File: src/rtl/vram_arb_pkg.sv
// vram_arb_pkg: shared types and constants for the tilemap VRAM arbiter
package vram_arb_pkg;
    typedef enum logic [1:0] {IDLE, RD_WAIT, DONE, HOLD} cpu_state_t;
    typedef enum logic [1:0] {TAG_NONE, TAG_VID, TAG_CPU} tag_t;
    localparam logic [15:0] STALL_MAX = 16'hFFFF;
endpackage

File: src/rtl/vram_arb_tagpipe.sv
// vram_arb_tagpipe: 2-stage owner tag pipeline steering RAM read data to video or CPU
// Ports: clk, rst (async, active-high); issue_tag = owner of this cycle's RAM access;
// ram_rdata = synchronous RAM read data; vid_valid/vid_data = video result (issue+2);
// cpu_rdata = CPU read data, held until the next CPU read returns.
import vram_arb_pkg::*;
module vram_arb_tagpipe #(
    parameter int DATA_W = 8
) (
    input  logic              clk,
    input  logic              rst,
    input  tag_t              issue_tag,
    input  logic [DATA_W-1:0] ram_rdata,
    output logic              vid_valid,
    output logic [DATA_W-1:0] vid_data,
    output logic [DATA_W-1:0] cpu_rdata
);
    tag_t tag_q;
    always_ff @(posedge clk or posedge rst) begin
        if (rst) begin
            tag_q     <= TAG_NONE;
            vid_valid <= 1'b0;
            vid_data  <= '0;
            cpu_rdata <= '0;
        end else begin
            tag_q     <= issue_tag;
            vid_valid <= tag_q == TAG_VID;
            if (tag_q == TAG_VID) vid_data <= ram_rdata;
            if (tag_q == TAG_CPU) cpu_rdata <= ram_rdata;
        end
    end
endmodule

File: src/rtl/vram_arbiter.sv
// vram_arbiter: single-port tilemap RAM arbiter, fixed-latency video fetches over CPU accesses
// Ports: clk, rst (async, active-high); vblank, vid_req/vid_addr -> vid_valid/vid_data (latency 3);
// cpu_req/cpu_we/cpu_addr/cpu_wdata -> cpu_ready/cpu_rdata; ram_addr/ram_we/ram_wdata/ram_rdata
// to the synchronous RAM; stall_cnt = CPU stall cycles.
// Macro VRAM_ARB_STALL_CNT_EN enables the saturating stall counter; otherwise stall_cnt is 0.
import vram_arb_pkg::*;
module vram_arbiter #(
    parameter int ADDR_W = 11,
    parameter int DATA_W = 8
) (
    input  logic              clk,
    input  logic              rst,
    input  logic              vblank,
    input  logic              vid_req,
    input  logic [ADDR_W-1:0] vid_addr,
    output logic [DATA_W-1:0] vid_data,
    output logic              vid_valid,
    input  logic              cpu_req,
    input  logic              cpu_we,
    input  logic [ADDR_W-1:0] cpu_addr,
    input  logic [DATA_W-1:0] cpu_wdata,
    output logic [DATA_W-1:0] cpu_rdata,
    output logic              cpu_ready,
    output logic [ADDR_W-1:0] ram_addr,
    output logic              ram_we,
    output logic [DATA_W-1:0] ram_wdata,
    input  logic [DATA_W-1:0] ram_rdata,
    output logic [15:0]       stall_cnt
);
    cpu_state_t        state, state_n;
    tag_t              issue_tag;
    logic              vid_issue, cpu_issue;
    logic [ADDR_W-1:0] vid_addr_q, addr_last;
    logic [DATA_W-1:0] wdata_last;
    always_ff @(posedge clk or posedge rst) begin
        if (rst) begin
            state      <= IDLE;
            vid_issue  <= 1'b0;
            vid_addr_q <= '0;
            addr_last  <= '0;
            wdata_last <= '0;
        end else begin
            state      <= state_n;
            vid_issue  <= vid_req && !vblank;
            if (vid_req && !vblank) vid_addr_q <= vid_addr;
            addr_last  <= ram_addr;
            wdata_last <= ram_wdata;
        end
    end
    // Video always owns the port in its issue cycle; the CPU only issues from IDLE
    // into a free slot. rst gates the combinational issue so outputs read 0 in reset.
    always_comb begin
        cpu_issue = !rst && state == IDLE && cpu_req && !vid_issue;
        ram_addr  = vid_issue ? vid_addr_q : cpu_issue ? cpu_addr : addr_last;
        ram_we    = cpu_issue && cpu_we;
        ram_wdata = ram_we ? cpu_wdata : wdata_last;
        issue_tag = vid_issue ? TAG_VID : (cpu_issue && !cpu_we) ? TAG_CPU : TAG_NONE;
        cpu_ready = state == DONE;
        state_n   = state == IDLE    ? (cpu_issue ? (cpu_we ? DONE : RD_WAIT) : IDLE) :
                    state == RD_WAIT ? DONE :
                    state == DONE    ? HOLD : IDLE;
    end
    vram_arb_tagpipe #(.DATA_W(DATA_W)) u_tagpipe (
        .clk       (clk),
        .rst       (rst),
        .issue_tag (issue_tag),
        .ram_rdata (ram_rdata),
        .vid_valid (vid_valid),
        .vid_data  (vid_data),
        .cpu_rdata (cpu_rdata)
    );
`ifdef VRAM_ARB_STALL_CNT_EN
    logic stall;
    assign stall = state == IDLE && cpu_req && vid_issue;
    always_ff @(posedge clk or posedge rst) begin
        if (rst) stall_cnt <= '0;
        else if (stall && stall_cnt != STALL_MAX) stall_cnt <= stall_cnt + 16'd1;
    end
`else
    assign stall_cnt = '0;
`endif
endmodule

File: config.mk
export PLATFORM = sky130hd
export DESIGN_NAME = vram_arbiter
export DESIGN_NICKNAME = d
export VERILOG_FILES = /design/src/rtl/vram_arb_pkg.sv /design/src/rtl/vram_arb_tagpipe.sv /design/src/rtl/vram_arbiter.sv
export SDC_FILE = /design/constraint.sdc
export NUM_CORES = 1
export LEC_CHECK = 0
export CAP_MARGIN = 20
export CORE_MARGIN = 2
export CORE_UTILIZATION = 45
export CTS_CLUSTER_DIAMETER = 120
export CTS_CLUSTER_SIZE = 8
export DETAILED_ROUTE_END_ITERATION = 6
export PLACE_DENSITY_LB_ADDON = 0.3
export SETUP_SLACK_MARGIN = 0.15
export SLEW_MARGIN = 20
export SYNTH_ARGS = -nofsm -noshare
export SYNTH_HDL_FRONTEND = slang
export SYNTH_SLANG_ARGS = --single-unit
File: constraint.sdc
create_clock -name clk -period 3.3 [get_ports clk]
set_clock_uncertainty 0.2 [all_clocks]
set_input_delay 0.66 -clock clk [delete_from_list [all_inputs] [get_ports clk]]
set_output_delay 0.66 -clock clk [all_outputs]
set_load 0.01 [all_outputs]
# [Word level (Yosys, flattened, before mapping)]
# Index checks and enable logic that the tools add are counted.
[totals] regBits=52 inputBits=44 elab_cells=34
[classes] n_mux=10 n_eq_ne=4 n_reduce_logical=11
[ops] op="two-way mux 11 bit" count=2
[ops] op="two-way mux 2 bit" count=7
[ops] op="two-way mux 8 bit" count=1
[ops] op="logical AND 1 bit" count=6
[ops] op="== test 2 x 1 -> 1 bit, second input constant" count=2
[ops] op="== test 2 bit, second input constant" count=2
[ops] op="zero test 1 bit" count=4
[ops] op="zero test 2 bit" count=1

# [Logic depth before layout (Yosys ltp)]
[logic_depth] depth_word=7 mapped_depth=6

# [By module]
# From an unflattened synthesis, not the netlist that was laid out.
[unflattened] hier_cells=151 hier_area_um2=2259.7
[modules_own_cells] module="vram_arbiter" n_inst=1 area_each_um2=1501.4 cells_each=110
[modules_own_cells] module="vram_arb_tagpipe" n_inst=1 area_each_um2=758.2 cells_each=41

# [Least setup slack after synthesis]
# Ideal clock, no wire load.
[synth_timing] path_kind="input -> output" startpoint="input port rst" endpoint="output port ram_wdata[0]" path_slack_ps=999 path_stages=3 path_buffers=0 t_arrival_ps=1441 required_ps=2440 path_cell_list="and4bb_4 nand2_4 mux2_4"
[synth_between] elab_chain_len=6
[synth_lines] item="start: declaration" line_no="vram_arbiter.sv:12" text="input logic rst,"
[synth_lines] item="zero test 1 bit (no line)"
[synth_lines] item="logical AND 1 bit (3 in series)" line_no="vram_arbiter.sv:53" text="cpu_issue = !rst && state == IDLE && cpu_req && !vid_issue;"
[synth_lines] item="logical AND 1 bit" line_no="vram_arbiter.sv:55" text="ram_we = cpu_issue && cpu_we;"
[synth_lines] item="two-way mux 8 bit" line_no="vram_arbiter.sv:56" text="ram_wdata = ram_we ? cpu_wdata : wdata_last;"
[synth_lines] item="end: declaration" line_no="vram_arbiter.sv:26" text="output logic [DATA_W-1:0] ram_wdata,"
# No other way between the ends.

# [Worst setup path after layout]
# Ends and elaborated chain as after synthesis.

==> flow_summary.json <==
{
  "diodes": 0,
  "synth_area_leader_cell": "dfrtp_1",
  "critPathArrivalTime_ns": 2.24,
  "clk_latency_ns": 0.29,
  "die_area_mm2": 0.00543,
  "synth_xor_area_share_pct": 0,
  "die_h_um": 73.7,
  "dp_hpwl_mm": 3.08,
  "h-tree-depth": 2,
  "num_vias": 1388,
  "outcome": "complete, no violations",
  "hold_end": "addr_last[9]",
  "wire_per_inst_um": 13.9,
  "yosys.area_share.simple_pct": 2.58,
  "critPathMaxFanout": 10,
  "use_met2_pct": 26.4,
  "ys_ff_latch": 52,
  "synth_mux_area_share_pct": 19.4,
  "synth_top_family_by_area": "multiplexers",
  "synth_fa_ha_area_share_pct": 1.15,
  "grt_usage_pct": 16.2,
  "clkSinkCount": 52,
  "cts_tree": "done",
  "fin_tns_setup_ns": 0,
  "synth_area_leaders": "dfrtp_1 (60%), mux2_1 (14%), buf_4 (5.5%)",
  "combinationalPowerShare_pct": 29.5,
  "r2r_setup_slack_ns": 1.51,
  "yosysWarnings": 0,
  "seq_area_frac_synth_pct": 59.6,
  "ant_nets": 0,
  "io_buffer_count": 81,
  "routed_wl_mm": 4.06,
  "p_per_area_mw_per_mm2": 536,
  "crit_path_start_kind": "input pin",
  "synth_compound_area_share_pct": 8.77,
  "die_w_um": 73.7,
  "drv_slew": 0,
  "cts_root_buf": "clkbuf_8",
  "power.share.clock_pct": 21.7,
  "grtUsageMet3_pct": 6.04,
  "viasPerCell": 4.75,
  "ys_types": 19,
  "p_switching_uw": 435,
  "timing.rr.start": "state[0]",
  "multi_input_area_um2": 768,
  "drt_iter0_markers": 41,
  "worstSetupEndpointType": "output pin",
  "drive_above_1_share_pct": 10.9,
  "hold_ws_ns": 0.282,
  "setup_violations": 0,
  "fmax_ghz": 0.322,
  "initial_utilization_pct": 46.5,
  "worst-setup-path-type": "in -> out",
  "firstDrtPassIters": 4,
  "seq_power_share_pct": 48.8,
  "design_area_mm2": 0.00311,
  "post_cts_buffers": 0,
  "rows": 25,
  "clk_pin_slew_ns": 0.08,
  "cts_buffer_depth": 2,
  "synth_cells": 150,
  "post-route-drc-count": 0,
  "p_int_uw": 1230,
  "mostFrequentLayoutCell": "clkdlybuf4s50_1",
  "cts_made_buffers": 5,
  "timing.rr.end": "addr_last[6]",
  "dpl_cell_area_mm2": 0.00301,
  "nets": 283,
  "core_area_mm2": 0.00469,
  "required_ns": 2.44,
  "leakagePower_uw": 0.00148,
  "antenna_found_initial": 0,
  "grt_pass1_vias": 1441,
  "hold_depth": 1,
  "final_hold_viol_count": 0,
  "nFillCells": 367,
  "period_minus_slack_ns": 3.10,
  "rr_worst_depth": 7,
  "pin_count": 98,
  "grt_max_degree": 22,
  "place.gp.congestion": 0.685,
  "period_share_pct": 94.1,
  "syn-cell-area_mm2": 0.00218,
  "grt-busiest-layer": "met2",
  "syn_area_per_cell_um2": 14.6,
  "final_core_util_pct": 66.2,
  "gr-total-overflow": 0,
  "grt_util_met1_pct": 19.9,
  "min_path_type": "reg -> reg",
  "synthToLayoutAreaGrowth_pct": 42.3,
  "regArea_mm2": 0.00130,
  "grt_pass1_wl_mm": 6.63,
  "rsz0062_at_grt": "true",
  "synth_top_area_share_pct": 59.6,
  "final_cell_mix": "clkdlybuf4s50_1 (62), dfrtp_1 (52), mux2_1 (27)",
  "cap_violations": 0,
  "total_power_uw": 1660,
  "peakVddDrop_uv": 328,
  "hp-start": "addr_last[9]",
  "p_sw_share_pct": 26.1
}
## Yosys cell counts
master and n:
buf_6 1, mux2_4 8, nand2b_1 2, inv_1 5, clkbuf_1 1, o21ai_1 1, mux2_1 27, nor2b_1 2
inv_2 2, nand2_4 1, nor2_1 1, a21o_1 12, dfrtp_1 52, and4bb_4 1, a22o_1 11, buf_4 16
buf_2 4, ha_1 2, conb_1 1
## flip-flops by register name (all words and copies together) (netlist names)
register	flops
vid_addr_q	11
u_tagpipe.vid_valid	1
state	2
u_tagpipe.tag_q	2
u_tagpipe.vid_data	8
u_tagpipe.cpu_rdata	8
wdata_last	8
addr_last	11
vid_issue	1
## power groups by stage
| stage | sequential, uW | combinational, uW | clock, uW |
|---|---|---|---|
| finish | 813 | 491 | 361 |
| global placement | 821 | 521 | 0 |
| global route | 827 | 532 | 393 |
| CTS | 814 | 491 | 374 |
| floorplan | 838 | 228 | 0 |
| detailed placement | 826 | 528 | 0 |
## cell type report
cell class	instances	share of cell area, %
Clock buffer	8	2.90
Inverter	7	0.846
Multi-Input combinational cell	84	24.7
Sequential cell	52	41.9
Tap cell	54	2.17
Timing Repair Buffer	87	27.5
## repair_timing
| item | CTS | global route |
|---|---|---|
| hold buffers | 0 | 0 |
| pin swaps | 0 | 0 |
| setup endpoints to repair | 19 | 20 |
| resized for setup | 23 | 11 |
## per-layer routing
metal  up-vias  routed length [um]
li1        657                   -
met1       661                1690
met2        65                1960
met3         5                 350
met4         0                  53
met5         -                   0
## per-stage QoR
| step | worst slack, ns | instances |
|---|---|---|
| final | 0.195 | 292 |
| after global routing | 0.144 | 292 |
| after CTS | 0.146 | 292 |
| after detailed placement | -0.236 | 284 |
| after global placement | -0.232 | 284 |
| after floorplan | 0.999 | 165 |
## worst max-delay path, cell delays in order
cell,delay (ns)
clkdlybuf4s50_1,0.42
and4bb_4,0.33
buf_6,0.12
nand2_8,0.09
mux2_4,0.33
dlygate4sd2_1,0.29
## how the worst max path moves through the flow
stage                     start      endpoint  slack (ns)  depth (start not counted)
final                       rst  ram_wdata[0]        0.20                          6
after global routing        rst  ram_wdata[1]        0.14                          6
after CTS                   rst  ram_wdata[1]        0.15                          6
after detailed placement    rst   ram_addr[2]       -0.24                          5
after global placement      rst   ram_addr[1]       -0.23                          5
after floorplan             rst  ram_wdata[0]         1.0                          3
## cell families after synthesis
family | after synthesis
flops | 52
mux | 35
buf+inv | 29
compound gates | 24
simple gates | 7
fa+ha+maj | 2
other cells | 1
Power figures use the tool's default switching activity.
